### src/rtl/phase_interval_timer.sv
// Multi-phase interval counter for the traffic-light controller.
// Counts prescaled ticks inside the current phase against a per-phase
// terminal count (normal, or extended while a pedestrian request is latched),
// wraps to zero on terminal, advances the phase and pulses phase_done.

// Per-phase limit lane: presents its phase's active limit when selected,
// zero otherwise, so the top can OR all lanes together.
module pit_phase_lim #(
  parameter int WIDTH = 6,
  parameter int PW    = 2,
  parameter int IDX   = 0
) (
  input  logic [PW-1:0]    phase_i,
  input  logic             req_i,
  input  logic [WIDTH-1:0] norm_i,
  input  logic [WIDTH-1:0] ext_i,
  output logic [WIDTH-1:0] lim_o
);
  logic sel;
  assign sel   = (phase_i == PW'(IDX));
  assign lim_o = sel ? (req_i ? ext_i : norm_i) : '0;
endmodule

module phase_interval_timer #(
  parameter int WIDTH  = 6,
  parameter int NPHASE = 4,
  parameter int PW     = $clog2(NPHASE)
) (
  input  logic                    clk,
  input  logic                    reset,
  input  logic                    clear,
  input  logic                    tick_en,
  input  logic                    hold,
  input  logic                    button,
  input  logic [NPHASE*WIDTH-1:0] lim_norm,
  input  logic [NPHASE*WIDTH-1:0] lim_ext,
  output logic [WIDTH-1:0]        count,
  output logic [PW-1:0]           phase,
  output logic                    phase_done,
  output logic                    req_pending
);

  logic [WIDTH-1:0]               count_q, count_d;
  logic [PW-1:0]                  phase_q, phase_d;
  logic                           done_q, done_d;
  logic                           req_q, req_d;

  logic [NPHASE-1:0][WIDTH-1:0]   lane_lim;
  logic [WIDTH-1:0]               act_lim;
  logic [PW-1:0]                  phase_nxt;
  logic                           advance;
  logic                           terminal;

  // One limit lane per phase; only the lane matching phase_q is non-zero.
  generate
    for (genvar k = 0; k < NPHASE; k++) begin : g_lane
      pit_phase_lim #(
        .WIDTH (WIDTH),
        .PW    (PW),
        .IDX   (k)
      ) u_lim (
        .phase_i (phase_q),
        .req_i   (req_q),
        .norm_i  (lim_norm[k*WIDTH +: WIDTH]),
        .ext_i   (lim_ext[k*WIDTH +: WIDTH]),
        .lim_o   (lane_lim[k])
      );
    end
  endgenerate

  // Merge the one-hot lane outputs into the active limit.
  always_comb begin
    act_lim = '0;
    for (int k = 0; k < NPHASE; k++) act_lim = act_lim | lane_lim[k];
  end

  // >= rather than == so a limit lowered under the current count still ends
  // the phase on the next tick; it also keeps count+1 from overflowing since
  // count never passes an all-ones limit.
  assign advance   = tick_en & ~hold;
  assign terminal  = (count_q >= act_lim);
  assign phase_nxt = (phase_q == PW'(NPHASE-1)) ? '0 : phase_q + PW'(1);

  // Next-state: clear beats hold beats tick; request latches on any
  // non-terminal cycle and is consumed (but re-armed by a same-cycle press)
  // on terminal.
  always_comb begin
    count_d = count_q;
    phase_d = phase_q;
    done_d  = 1'b0;
    req_d   = req_q | button;
    if (clear) begin
      count_d = '0;
      phase_d = '0;
      req_d   = 1'b0;
    end else if (advance) begin
      if (terminal) begin
        count_d = '0;
        phase_d = phase_nxt;
        done_d  = 1'b1;
        req_d   = button;
      end else begin
        count_d = count_q + WIDTH'(1);
      end
    end
  end

  // State registers with asynchronous active-high reset.
  always_ff @(posedge clk or posedge reset) begin
    if (reset) begin
      count_q <= '0;
      phase_q <= '0;
      done_q  <= 1'b0;
      req_q   <= 1'b0;
    end else begin
      count_q <= count_d;
      phase_q <= phase_d;
      done_q  <= done_d;
      req_q   <= req_d;
    end
  end

  assign count       = count_q;
  assign phase       = phase_q;
  assign phase_done  = done_q;
  assign req_pending = req_q;

endmodule

### config.mk
export PLATFORM = sky130hd
export DESIGN_NAME = phase_interval_timer
export DESIGN_NICKNAME = d
export VERILOG_FILES = /design/src/rtl/phase_interval_timer.sv
export SDC_FILE = /design/constraint.sdc
export NUM_CORES = 1
export LEC_CHECK = 0
export CAP_MARGIN = 20
export CORE_MARGIN = 2
export CORE_UTILIZATION = 37
export DETAILED_ROUTE_END_ITERATION = 6
export HOLD_SLACK_MARGIN = 0.12
export PLACE_DENSITY = 0.77
export SLEW_MARGIN = 20
export SYNTH_ARGS = -nofsm -noshare
export SYNTH_HDL_FRONTEND = slang
export SYNTH_HIERARCHICAL = 1
export SYNTH_SLANG_ARGS = --single-unit
### constraint.sdc
create_clock -name clk -period 3.5 [get_ports clk]
set_input_delay 0.35 -clock clk [delete_from_list [all_inputs] [get_ports clk]]
set_output_delay 0.35 -clock clk [all_outputs]
set_load 0.02 [all_outputs]
==> results by stage, run 1 <==
Yosys:
- The number of storage elements in the synthesis netlist is 10.
- The async set-reset flop share out of synthesis is 100%.
- After synthesis, the largest area contributor takes up between 20% and 30% of total cell area.
- Of the total synthesized cell area, the portion taken by XOR and XNOR cells is 0%.
- After Yosys synthesis, and, or, nand and nor cells account for around 28% of the synthesized area.
- sky130_fd_sc_hd__nor2_1 is the most common cell in the netlist.
- The prevailing post-synth register cell is sky130_fd_sc_hd__dfrtp_1.
- By count the netlist is led by 30 x sky130_fd_sc_hd__nor2_1, 25 x sky130_fd_sc_hd__mux2i_1, 10 x sky130_fd_sc_hd__dfrtp_1, 9 x sky130_fd_sc_hd__nand2_1.
- Of the post-synthesis cell area, the part taken by muxes is a little under a quarter.
- The post-synthesis cell count is 136.
- For this run, the register share of the synthesized area comes to 23.4%.
- The synthesized netlist devotes 9.01% of its cell area to compound gates.
- When the netlist entered floorplanning its net count stood at 198.
- The cell area that synthesis handed to floorplanning was around 0.0011 sq mm.
- The average instance in the mapped netlist occupies 7.87 sq um.
- Sorting the synthesized cells by area gives the leading types as sky130_fd_sc_hd__dfrtp_1 23%, sky130_fd_sc_hd__mux2i_1 23%, sky130_fd_sc_hd__nor2_1 11%.
- The number of enable flip-flop cells after synthesis is 0.
- Counting distinct cell types in the post-synthesis netlist gives 25.
- Of the total synthesized cell area, the portion taken by full adders, half adders and majority gates is 9.36%.
- Yosys printed 6 warnings.
- The main combinational cell family by area after synthesis is simple AND/OR/NAND/NOR gates.
- The most area-hungry cell type in the Yosys netlist is sky130_fd_sc_hd__dfrtp_1.

Critical path:
- The worst register-to-register path begins at req_pending$_DFF_PP0_.
- The critical path runs through a total of 10 cells.
- The critical path starts at req_pending$_DFF_PP0_.
- Traced cell by cell, the critical path runs through buf_4 -> mux2i_1 -> nor2_1 -> or4_1 -> ha_1 -> nand2b_1 -> a21oi_1 -> o221a_1 -> or4_1 -> a21oi_1.
- The element type at the critical path end is a flip-flop.
- The number of cells on the worst reg-to-reg path is 10.
- The setup slack on the worst flop-to-flop path is 0.57 ns.
- The type of the worst setup path is flip-flop to flip-flop.
- The largest single stage delay on the critical path is roughly 0.5 ns.
- The data required time of the worst path is 3.69 ns.
- The endpoint identified for the worst register-to-register timing path is phase[0]$_DFFE_PP0P_.
- For this design, the slowest cell found on the critical path is sky130_fd_sc_hd__dfrtp_1.
- The number of buffers and inverters on the critical path is 1.
- The cell type group with the largest total delay on the critical path is simple AND/OR/NAND/NOR gates.
- For the worst setup path, the data arrival time is 3.11 ns.
- The type of origin of the critical path is a flip-flop.
- Along the worst path, the maximum fanout reaches 15.
- The end of the critical path is phase[0]$_DFFE_PP0P_.

Global route:
- The global route total overflow is 0.
- Across every metal layer, demand over resource in global routing totals between 10% and 20%.
- The number of antenna violations at the first check in global routing is 0.
- The number of global-route vias before repair is 1177.
- Entering global routing, the biggest net connects 16 pins.
- The first global-routing pass estimated 5.03 mm of wire.

Placed design:
- The last weighted congestion value of the routability-driven placer is 0.844.
- The detailed placer's ending HPWL is about 2.6 mm.
- The number of buffers inserted by port buffering is 63.
- The placed instance count is 225.

Flow run:
- The tool flagged a number of max-cap violations equal to 0.

STA:
- The final total negative setup slack is 0 ns.
- Setup repair after global routing left no endpoint under its margin.
- The actual transition at the worst max-transition pin is 0.496 ns.
- The hold violation total from the final report came to 0.
- In this run the tightest slew margin relative to its limit is 66.9%.
- The clock period could shrink to between 2 and 3 ns.
- The final worst clock skew is approximately 0.0065 ns.
- Setup violations remaining at the end of the flow were counted as 0.
- For this run, the top clock speed supported by timing is 341 MHz.
- Dividing the final minimum period by the clock period gives 83.7%.
- The max-slew violation count is 0.
- On the final layout, the worst hold slack is 0.364 ns.

Detailed routing:
- In the routed design, unresolved DRC markers number 0.
- The final layout contains routed wiring with a total length of 3.15 mm.
- Once detail routing completed, the nets flagged for antenna violations numbered 0.
- For this block, the initial DRC count from the detailed router was 44.
- The count of TritonRoute iterations in the first routing pass is 2.
- After detailed routing, the number of vias per cell comes to 5.23.
- The routed via count is approximately 1200.
- The average routed wire per standard cell is 13.8 um.

Clocking:
- The clock tree from TritonCTS is done.
- CTS built an H-tree with a depth of 1.
- The CTS clock-pin slew for the worst setup and hold paths is 0.06 ns.
- Clock tree synthesis inserted a total of 3 buffers.
- The post-CTS setup-driven buffer insertion count is 0.
- The root buffer cell chosen for the clock tree is sky130_fd_sc_hd__clkbuf_4.
- Clock latency on the worst-skew pair, taken at its later pin, is 0.26 ns.
- No sink is reached through more buffers than the 2 on the longest clock path.
- The number of hold buffers added after CTS was 0.
- The number of sinks handled by clock tree synthesis is 10.
- After clock tree synthesis, the repair step resized 0 gates.

Power and ir drop:
- For this design the ratio of total power to cell area is 192 mW/mm^2.
- The power after layout is 332 uW.
- For this design the static power due to leakage is between 0.7 and 0.8 nW.
- The worst-case vdd ir drop is approximately 0.17 mV.

Cells and area:
- The antenna diode count is 0.
- The post-route netlist has 3.55% of its cells at a drive strength greater than 1.
- The end-of-flow core utilization is 62.6%.
- The filler cells instantiated in the layout total roughly 250.
- The count of cells in the finished layout, fillers not included, comes to between 200 and 250.
- The signed area change from the synthesized netlist to the final layout is 61.3%.
- The total number of nets in the final design is between 200 and 300.

Die:
- For this configuration, the core starts out at a cell density of 38.8%.
- The horizontal die dimension is between 50 and 60 um.
- The die covers approximately 0.0033 sq mm.
- The core region is about 0.0028 sq mm.
- The number of placed I/O pins is 64.
- The y dimension of the die is 57.8 um.
- The floorplan has 19 rows.

Min path:
- The min-delay analysis places its worst path in the category input pin to asynchronous set/reset pin.

Outcome:
- The flow ran to the end, and the final reports show no timing, DRC or antenna violations.
-- per-layer routing --
layer | up-vias | GRT usage [%] | wire length, um
li1 | 605 | - | -
met1 | 532 | 24.1 | 1490
met2 | 53 | 32.5 | 1340
met3 | 2 | 4.02 | 313
met4 | 0 | 3.99 | 10
met5 | - | 0 | 0
-- per-stage QoR --
step	setup slack [ns]	instance area, sq um
3_5_place_dp	0.497	1700
6_report	0.571	1730
5_1_grt	0.346	1730
4_1_cts	0.571	1730
3_3_place_gp	0.545	1700
2_1_floorplan	0.698	1070
-- worst register-to-register path: stages (launching register included) --
cell and delay [ns]:
sky130_fd_sc_hd__dfrtp_1 0.49, sky130_fd_sc_hd__buf_4 0.25, sky130_fd_sc_hd__mux2i_1 0.20, sky130_fd_sc_hd__nor2_1 0.05, sky130_fd_sc_hd__or4_1 0.42, sky130_fd_sc_hd__ha_1 0.28
sky130_fd_sc_hd__nand2b_1 0.09, sky130_fd_sc_hd__a21oi_1 0.06, sky130_fd_sc_hd__o221a_1 0.42, sky130_fd_sc_hd__or4_1 0.47, sky130_fd_sc_hd__a21oi_1 0.13
-- flip-flops by register name (all words and copies together), names as in the netlist --
name         flops
phase            2
phase_done       1
req_pending      1
count            6
-- power by group --
group          switching, mW  internal [mW]  leakage [nW]
Combinational         0.0483         0.0853         0.564
Clock                 0.0363         0.0396        0.0138
Sequential           0.00424          0.118         0.137
Total                 0.0888          0.243         0.715
-- cell families after synthesis --
kind of cell,Yosys count
flops,10
simple gates,65
fa+ha+maj,8
compound gates,16
mux,25
buf+inv,12
-- worst min path at each step --
stage / to
after global placement: count[1]$_DFFE_PP0P_
after CTS: phase_done$_DFF_PP0_
after global routing: phase_done$_DFF_PP0_
final: phase_done$_DFF_PP0_
after floorplan: count[0]$_DFFE_PP0P_
after detailed placement: count[5]$_DFFE_PP0P_
-- cell usage in the layout (no fill, tap or decap), types with 2 or more instances in the layout --
| cell type | n |
|---|---|
| sky130_fd_sc_hd__a21oi_1 | 7 |
| sky130_fd_sc_hd__a31oi_1 | 3 |
| sky130_fd_sc_hd__buf_4 | 3 |
| sky130_fd_sc_hd__clkbuf_4 | 3 |
| sky130_fd_sc_hd__clkdlybuf4s50_1 | 63 |
| sky130_fd_sc_hd__dfrtp_1 | 10 |
| sky130_fd_sc_hd__ha_1 | 8 |
| sky130_fd_sc_hd__inv_1 | 4 |
| sky130_fd_sc_hd__mux2i_1 | 25 |
| sky130_fd_sc_hd__nand2_1 | 9 |
| sky130_fd_sc_hd__nand2b_1 | 4 |
| sky130_fd_sc_hd__nand3_1 | 8 |
| sky130_fd_sc_hd__nor2_1 | 30 |
| sky130_fd_sc_hd__nor2b_1 | 2 |
| sky130_fd_sc_hd__nor3_1 | 2 |
| sky130_fd_sc_hd__nor4_1 | 5 |
| sky130_fd_sc_hd__o21ai_0 | 3 |
| sky130_fd_sc_hd__or4_1 | 2 |
-- cell type report --
class | count | area (sq um) | area share, %
Clock buffer | 3 | 22.5 | 1.31
Inverter | 4 | 15.0 | 0.870
Multi-Input combinational cell | 114 | 746 | 43.2
Sequential cell | 10 | 250 | 14.5
Tap cell | 31 | 38.8 | 2.25
Timing Repair Buffer | 66 | 653 | 37.9
Note: power is estimated with default switching activity, not from simulation.
==> run 2: changes to the inputs <==
Clock period 3.5 ns to 2.8 ns, I/O delays scaled along.
==> run 2 against run 1 <==
Net effect:
- core utilization increased by 2.5 points
- worst setup slack got worse by 0.46 ns
- clock power increased by 37%
- combinational power increased by 30%
- final cell count increased by 3.1%
- non-clock buffer count increased by 6
- via count increased by 4.4%
- largest cell class unchanged
==> results by stage, run 2 (synthesized netlist as in run 1, its figures left out) <==
Outcome:
- The run finished with clean final reports.

Detailed routing:
- For this run, design rule violations remaining after detail routing come to 0.
- The average routed wire per standard cell is 14.5 um.
- Across all layers, the routed design uses ~1200 vias.
- The count of TritonRoute iterations in the first routing pass is 4.
- The number of antenna-violating nets in the routed design is 0.
- After detailed routing, the number of vias per cell comes to 5.29.
- The final layout contains routed wiring with a total length of 3.42 mm.
- The DRC violation total after the first TritonRoute iteration is 62.

Cells and area:
- The signed area change from the synthesized netlist to the final layout is 67.7%.
- The register with the most flip-flops in the layout has 6 of them.
- The sequential cell area is ~250 sq um.
- 0 antenna diodes ended up in the layout.
- Of the cells placed in the final design, the portion with a size suffix greater than 1 is 8.33%.
- In the layout the commonest cells are 63 x sky130_fd_sc_hd__clkdlybuf4s50_1, 30 x sky130_fd_sc_hd__nor2_1, 25 x sky130_fd_sc_hd__mux2i_1.
- The most frequent standard cell in the layout excluding fill and tap cells is sky130_fd_sc_hd__clkdlybuf4s50_1.
- The final cell count without fillers is 235.
- The number of fillers in the final layout is 247.
- The total number of nets in the final design is 267.
- The end-of-flow core utilization is 65.1%.
- In the final layout, the multi-input gates occupy 764 sq um.

Power and ir drop:
- The worst-case IR drop observed on VDD is 0.299 mV.
- The power after layout is about 430 uW.
- For this design the static power due to leakage is 0.748 nW.
- The power per cell area is 240 mW/mm^2.

Global route:
- The global route total overflow is 0.
- The first global-routing pass estimated 5.36 mm of wire.
- The number of antenna violations at the first check in global routing is 0.
- The number of global-route vias before repair is ~1200.
- Entering global routing, the biggest net connects 14 pins.
- In the global route stage, overall resource usage came out at 20.4%.

STA:
- The max-slew violation count came to 0.
- Setup violations remaining at the end of the flow were counted as 0.
- For the pin with the worst max-slew slack, the measured transition is between 0.4 and 0.5 ns.
- The hold violation total from the final report was 0.
- The shortest period the worst path allows is roughly 2.7 ns.
- On the final layout, the worst clock skew is approximately 0.013 ns.
- Hold is met by 0.278 ns.
- The relative slew slack is 70.7%.
- For this run, the top clock speed supported by timing is 372 MHz.
- The share of the clock period used by the worst path after layout is 95.9%.

Flow run:
- The number of maximum-capacitance constraint violations is 0.

Die:
- In this run the core area contains 19 standard-cell rows.
- The core region is 0.00276 sq mm.
- Once the floorplan was initialized, standard cells occupied 38.8% of the core.
- The die covers 0.00334 sq mm.
- From left edge to right edge, the die measures 57.8 um.
- The die is 57.8 um tall.
- Pin placement for this block handled 64 I/O pins.

Placed design:
- Port buffering added 63 buffers.
- The placed instance count is around 230.
- At the end of routability-driven placement, the weighted congestion stood at 0.898.
- The wire-length estimate of the detail-placed layout is around 2.8 mm.

Critical path:
- The maximum fanout count along the critical path is 9.
- The data required time of the worst path is 2.98 ns.
- The delay contributed by the slowest stage of the critical path is between 0.5 and 0.6 ns.
- The slowest stage of the critical path is the sky130_fd_sc_hd__or4_4 cell.
- The setup path with the least slack is of type flip-flop to flip-flop.
- STA classifies the critical path startpoint as a flip-flop.
- Data on the critical path arrives at its endpoint at approximately 2.9 ns.
- The signal on the critical path passes through mux2i_1 -> nor2_1 -> or4_4 -> ha_1 -> nand2b_1 -> a21oi_1 -> o221a_4 -> buf_4 -> nand2_1 -> a31oi_2.
- The element type at the critical path end is a flip-flop.

Clocking:
- The depth of the CTS H-tree is 1.
- The tree is rooted in a sky130_fd_sc_hd__clkbuf_4.
- The clock insertion delay at the later pin of the skew report is ~0.27 ns.
- After clock tree synthesis, the clock-pin slew on the worst setup and hold paths is about 0.070 ns.
- The post-CTS setup-driven buffer insertion count is 0.
- The CTS buffer count is 3.
- The number of hold buffers added after cts is 0.
- The number of sinks handled by clock tree synthesis is 10.
- The clock passes through at most 2 buffers.
- In this run, post-CTS repair resized a total of 0 instances.
- TritonCTS built the clock tree.

Min path:
- The class of the tightest hold or removal check is input pin to asynchronous set/reset pin.
[run 2: per-stage QoR]
step / cell area, sq um / worst slack, ns / setup TNS, ns
finish: 1790 / 0.114 / 0
global route: 1790 / -0.0130 / -0.0130
CTS: 1780 / 0.00698 / 0
detailed placement: 1750 / -0.0983 / -0.426
global placement: 1750 / 0.0000897 / 0
floorplan: 1070 / 0.0999 / 0
[run 2: worst paths after layout]
kind                                        from                     to  slack, ns  depth (start not counted)
setup / recovery           req_pending$_DFF_PP0_   count[3]$_DFFE_PP0P_       0.11                         10
hold / removal                             reset   phase_done$_DFF_PP0_       0.28                          2
setup reg to reg           req_pending$_DFF_PP0_   count[3]$_DFFE_PP0P_       0.11                         10
hold reg to reg             count[5]$_DFFE_PP0P_   count[5]$_DFFE_PP0P_       0.61                          2
max in group asynchronous                  reset  req_pending$_DFF_PP0_       2.23                          2
min in group clk                          button  req_pending$_DFF_PP0_       0.54                          3
[run 2: layout make-up]
| type | count | share of cell area [%] |
|---|---|---|
| Clock buffer | 4 | 1.46 |
| Inverter | 4 | 0.837 |
| Multi-Input combinational cell | 114 | 42.6 |
| Sequential cell | 10 | 14.0 |
| Tap cell | 31 | 2.16 |
| Timing Repair Buffer | 72 | 38.9 |
[run 2: report_power, final]
group	leakage, nW	internal (mW)	switching (mW)
logic	0.597	0.111	0.0629
registers	0.136	0.148	0.00584
clock network	0.0150	0.0550	0.0486
[run 2: routing by layer]
| metal | part of all wire, % | vias to the layer above | wire length [um] | GRT usage [%] |
|---|---|---|---|---|
| met4 | 0.99 | 0 | 34 | 5.98 |
| li1 | - | 621 | - | - |
| met1 | 42 | 553 | 1430 | 26.4 |
| met5 | 0 | - | 0 | 0 |
| met2 | 47 | 67 | 1600 | 34.6 |
| met3 | 10 | 3 | 354 | 4.02 |
[run 2: worst max-delay path, delay by kind of cell (launching register included)]
family | cells | cell delay (ns)
adders and majority gates | 1 | 0.28
DFF | 1 | 0.48
muxes | 1 | 0.23
buffers and inverters | 1 | 0.15
AOI/OAI and AO/OA | 3 | 0.65
and+or+nand+nor | 4 | 0.82
==> run 3: changes to the inputs <==
Settings changed: CORE_UTILIZATION 37 to 40, PLACE_DENSITY 0.77 to 0.82.
Clock period 2.8 ns to 3.2 ns, I/O delays scaled along.
==> run 3 against run 2 <==
Net effect:
- first-iteration DRC count down 40%
- routed wire length increased by 0.35%
- global-route usage grew 2.7 points
- register-to-register slack improved by 0.15 ns
- non-clock buffer count is 5 lower
- core utilization grew 4.2 points
- sequential power decreased by 12%
- die area decreased by 7.0%
- cell area is 3.5% lower
- sequential cell count unchanged
- power shrank 14%
==> results by stage, run 3 (synthesized netlist as in run 1, its figures left out) <==
Critical path:
- STA classifies the critical path endpoint as a flip-flop.
- The depth of the worst register-to-register path is 10.
- For the worst setup path, the data required time is 3.39 ns.
- The startpoint identified for the worst register-to-register timing path is req_pending$_DFF_PP0_.
- The critical path is of the flip-flop to flip-flop type.
- In this run the worst setup path begins at req_pending$_DFF_PP0_.
- The setup slack on the worst flop-to-flop path is around 0.26 ns.
- The signal arrival time at the worst endpoint is between 3 and 4 ns.
- Of all nets on the critical path, the largest fanout is 15.
- STA classifies the critical path startpoint as a flip-flop.

Cells and area:
- The library cell used most frequently in the layout, excluding fill and tap cells, is sky130_fd_sc_hd__clkdlybuf4s50_1.
- In the layout the commonest cells are 63 x sky130_fd_sc_hd__clkdlybuf4s50_1, 30 x sky130_fd_sc_hd__nor2_1, 25 x sky130_fd_sc_hd__mux2i_1.
- The number of antenna diodes in the final layout is 0.
- The fraction of layout instances using a drive strength above 1 is a little over 4%.
- From synthesis to final layout, the design area changed by 61.9%.
- The total number of nets in the final design is 262.
- The multi-input combinational cell area is about 750 sq um.
- The register with the most flip-flops in the layout has 6 of them.
- The sequential cell area is around 250 sq um.
- The number of fillers in the final layout is 215.
- The final instance area is 0.00173 sq mm.

Global route:
- The first global-routing pass estimated 5.74 mm of wire.
- The met2 demand-to-capacity share in global routing is between 30% and 40%.
- Global routing used a little under a quarter of the available tracks across all layers.
- The pin count of the biggest net entering global routing is 16.
- The number of antenna violations at the first check in global routing is 0.
- met2 is the most crowded layer.
- The global route total overflow is 0.
- The number of global-route vias before repair is 1197.
- Global routing used 4.88% of the available met3 tracks.
- The met1 global-route usage is just under 30%.

Power and ir drop:
- The share of power burned in the clock network is 23.9%.
- The leakage power is 0.719 nW.
- The power per cell area is 213 mW/mm^2.
- The sequential cell fraction of total power is 36.5%.
- The cell internal power dissipation is 267 uW.
- The share of total power in combinational logic is 39.6%.
- The worst-case vdd ir drop is between 0.2 and 0.25 mV.
- Net switching is 27.9% of the power.
- The analysis attributes to net switching a power of 103 uW.

STA:
- The hold violation total from the final report is 0.
- Across all hold checks on the routed design, the worst slack comes to 0.334 ns.
- Derived from the worst setup path, the maximum achievable clock frequency is 340 MHz.
- The share of the clock period used by the worst path after layout is between 90% and 100%.
- The worst path in the final design needs a cycle of 2.94 ns, including I/O delays and setup.
- The max-slew violation count came to 0.
- Setup repair after global routing left no endpoint under its margin.
- The final worst clock skew is 0.00193 ns.
- The actual transition at the worst max-transition pin is between 0.4 and 0.5 ns.
- After routing, the total negative slack on setup checks comes to 0 ns.
- The final count of negative-setup-slack endpoints is 0.
- In this run the tightest slew margin relative to its limit is 68.6%.

Outcome:
- The flow ran to the end, and the final reports show no timing, DRC or antenna violations.

Clocking:
- The clock insertion delay at the later pin of the skew report is 0.27 ns.
- No sink is reached through more buffers than the 2 on the longest clock path.
- The cell at the root of the clock tree is sky130_fd_sc_hd__clkbuf_4.
- The post-CTS setup-driven buffer insertion count is 0.
- TritonCTS built the clock tree.
- The depth of the CTS H-tree is 1.
- For this design, the CTS-stage hold fixing added 0 buffers.
- The CTS clock-pin slew for the worst setup and hold paths is 0.06 ns.
- Post-CTS repair changed the size of 0 cells.
- The CTS buffer count is 3.
- The number of sinks handled by clock tree synthesis is 10.

Flow run:
- Max-cap violations in this run came to 0.

Detailed routing:
- For this run, the detailed router's first-pass iteration total came to 4.
- The number of antenna-violating nets in the routed design is 0.
- Using the TritonRoute via totals, the vias-per-cell ratio works out to approximately 5.4.
- The routed via count is 1227.
- The total DRC errors in the routed layout is 0.
- After detailed routing, the average wire length per cell comes to 15.0 um.
- After the first detailed-routing iteration, the DRC count stood at 37.
- The total length of routed wires is between 3 and 4 mm.

Placed design:
- After legalization and detailed placement, the total HPWL measured 2.73 mm.
- The number of buffers inserted by port buffering is 63.
- The post-placement cell area is 0.00171 sq mm.
- The congestion estimate from routability-driven global placement came to 0.854.

Die:
- The core area is 0.00250 sq mm.
- In this run the vertical extent of the chip is 55.7 um.
- The initial utilization of the core area, before any placement, comes to approximately 43%.
- 64 I/O pins were placed.
- The floorplan has 18 rows.
- The area of the die is around 0.0031 sq mm.
- The horizontal die dimension is 55.7 um.

Min path:
- The class of the tightest hold or removal check is input pin to asynchronous set/reset pin.
run 3: layout make-up:
class | instances | area share (%)
repair buffers | 67 | 38.2
well taps | 30 | 2.17
flip-flops and latches | 10 | 14.5
inverters | 4 | 0.867
multi-input cells | 114 | 43.1
clock buffers | 3 | 1.30
run 3: power groups by stage:
| stage | Sequential (mW) | Combinational, mW | Clock, mW |
|---|---|---|---|
| global placement | 0.137 | 0.143 | 0 |
| detailed placement | 0.137 | 0.146 | 0 |
| CTS | 0.135 | 0.147 | 0.0895 |
| global route | 0.136 | 0.159 | 0.0966 |
| floorplan | 0.138 | 0.0662 | 0 |
| finish | 0.135 | 0.147 | 0.0882 |
run 3: path summary, 6_finish.rpt:
kind                                         endpoint
worst max register to register   count[3]$_DFFE_PP0P_
min in group clk                req_pending$_DFF_PP0_
worst max-delay path             count[3]$_DFFE_PP0P_
worst min register to register   count[1]$_DFFE_PP0P_
worst min-delay path             count[3]$_DFFE_PP0P_
max in group asynchronous        phase[1]$_DFFE_PP0P_
run 3: per-stage QoR:
step | total power, mW | worst slack (ns) | std cells | utilization [%]
after floorplan | 0.204 | 0.398 | 136 | -
after global placement | 0.280 | 0.416 | 225 | 68.4
after CTS | 0.372 | 0.258 | 228 | 69.3
final | 0.370 | 0.259 | 228 | 69.3
after global routing | 0.392 | 0.000450 | 228 | 69.3
after detailed placement | 0.283 | 0.309 | 225 | 68.4
run 3: layer usage:
layer	routed length, um	part of all wire, %	vias to the layer above
met1	1510	44	554
li1	-	-	612
met2	1600	47	58
met3	286	8.3	3
met4	32	0.93	0
met5	0	0	-
run 3: critical path, stage by stage (launching register included):
cell and delay [ns]:
sky130_fd_sc_hd__dfrtp_1 0.63, sky130_fd_sc_hd__buf_4 0.35, sky130_fd_sc_hd__mux2i_1 0.23, sky130_fd_sc_hd__nor2_1 0.06, sky130_fd_sc_hd__nor4_1 0.36, sky130_fd_sc_hd__ha_1 0.32, sky130_fd_sc_hd__a21oi_1 0.15, sky130_fd_sc_hd__o221a_1 0.25
sky130_fd_sc_hd__buf_4 0.20, sky130_fd_sc_hd__nand3_1 0.11, sky130_fd_sc_hd__a31oi_1 0.20
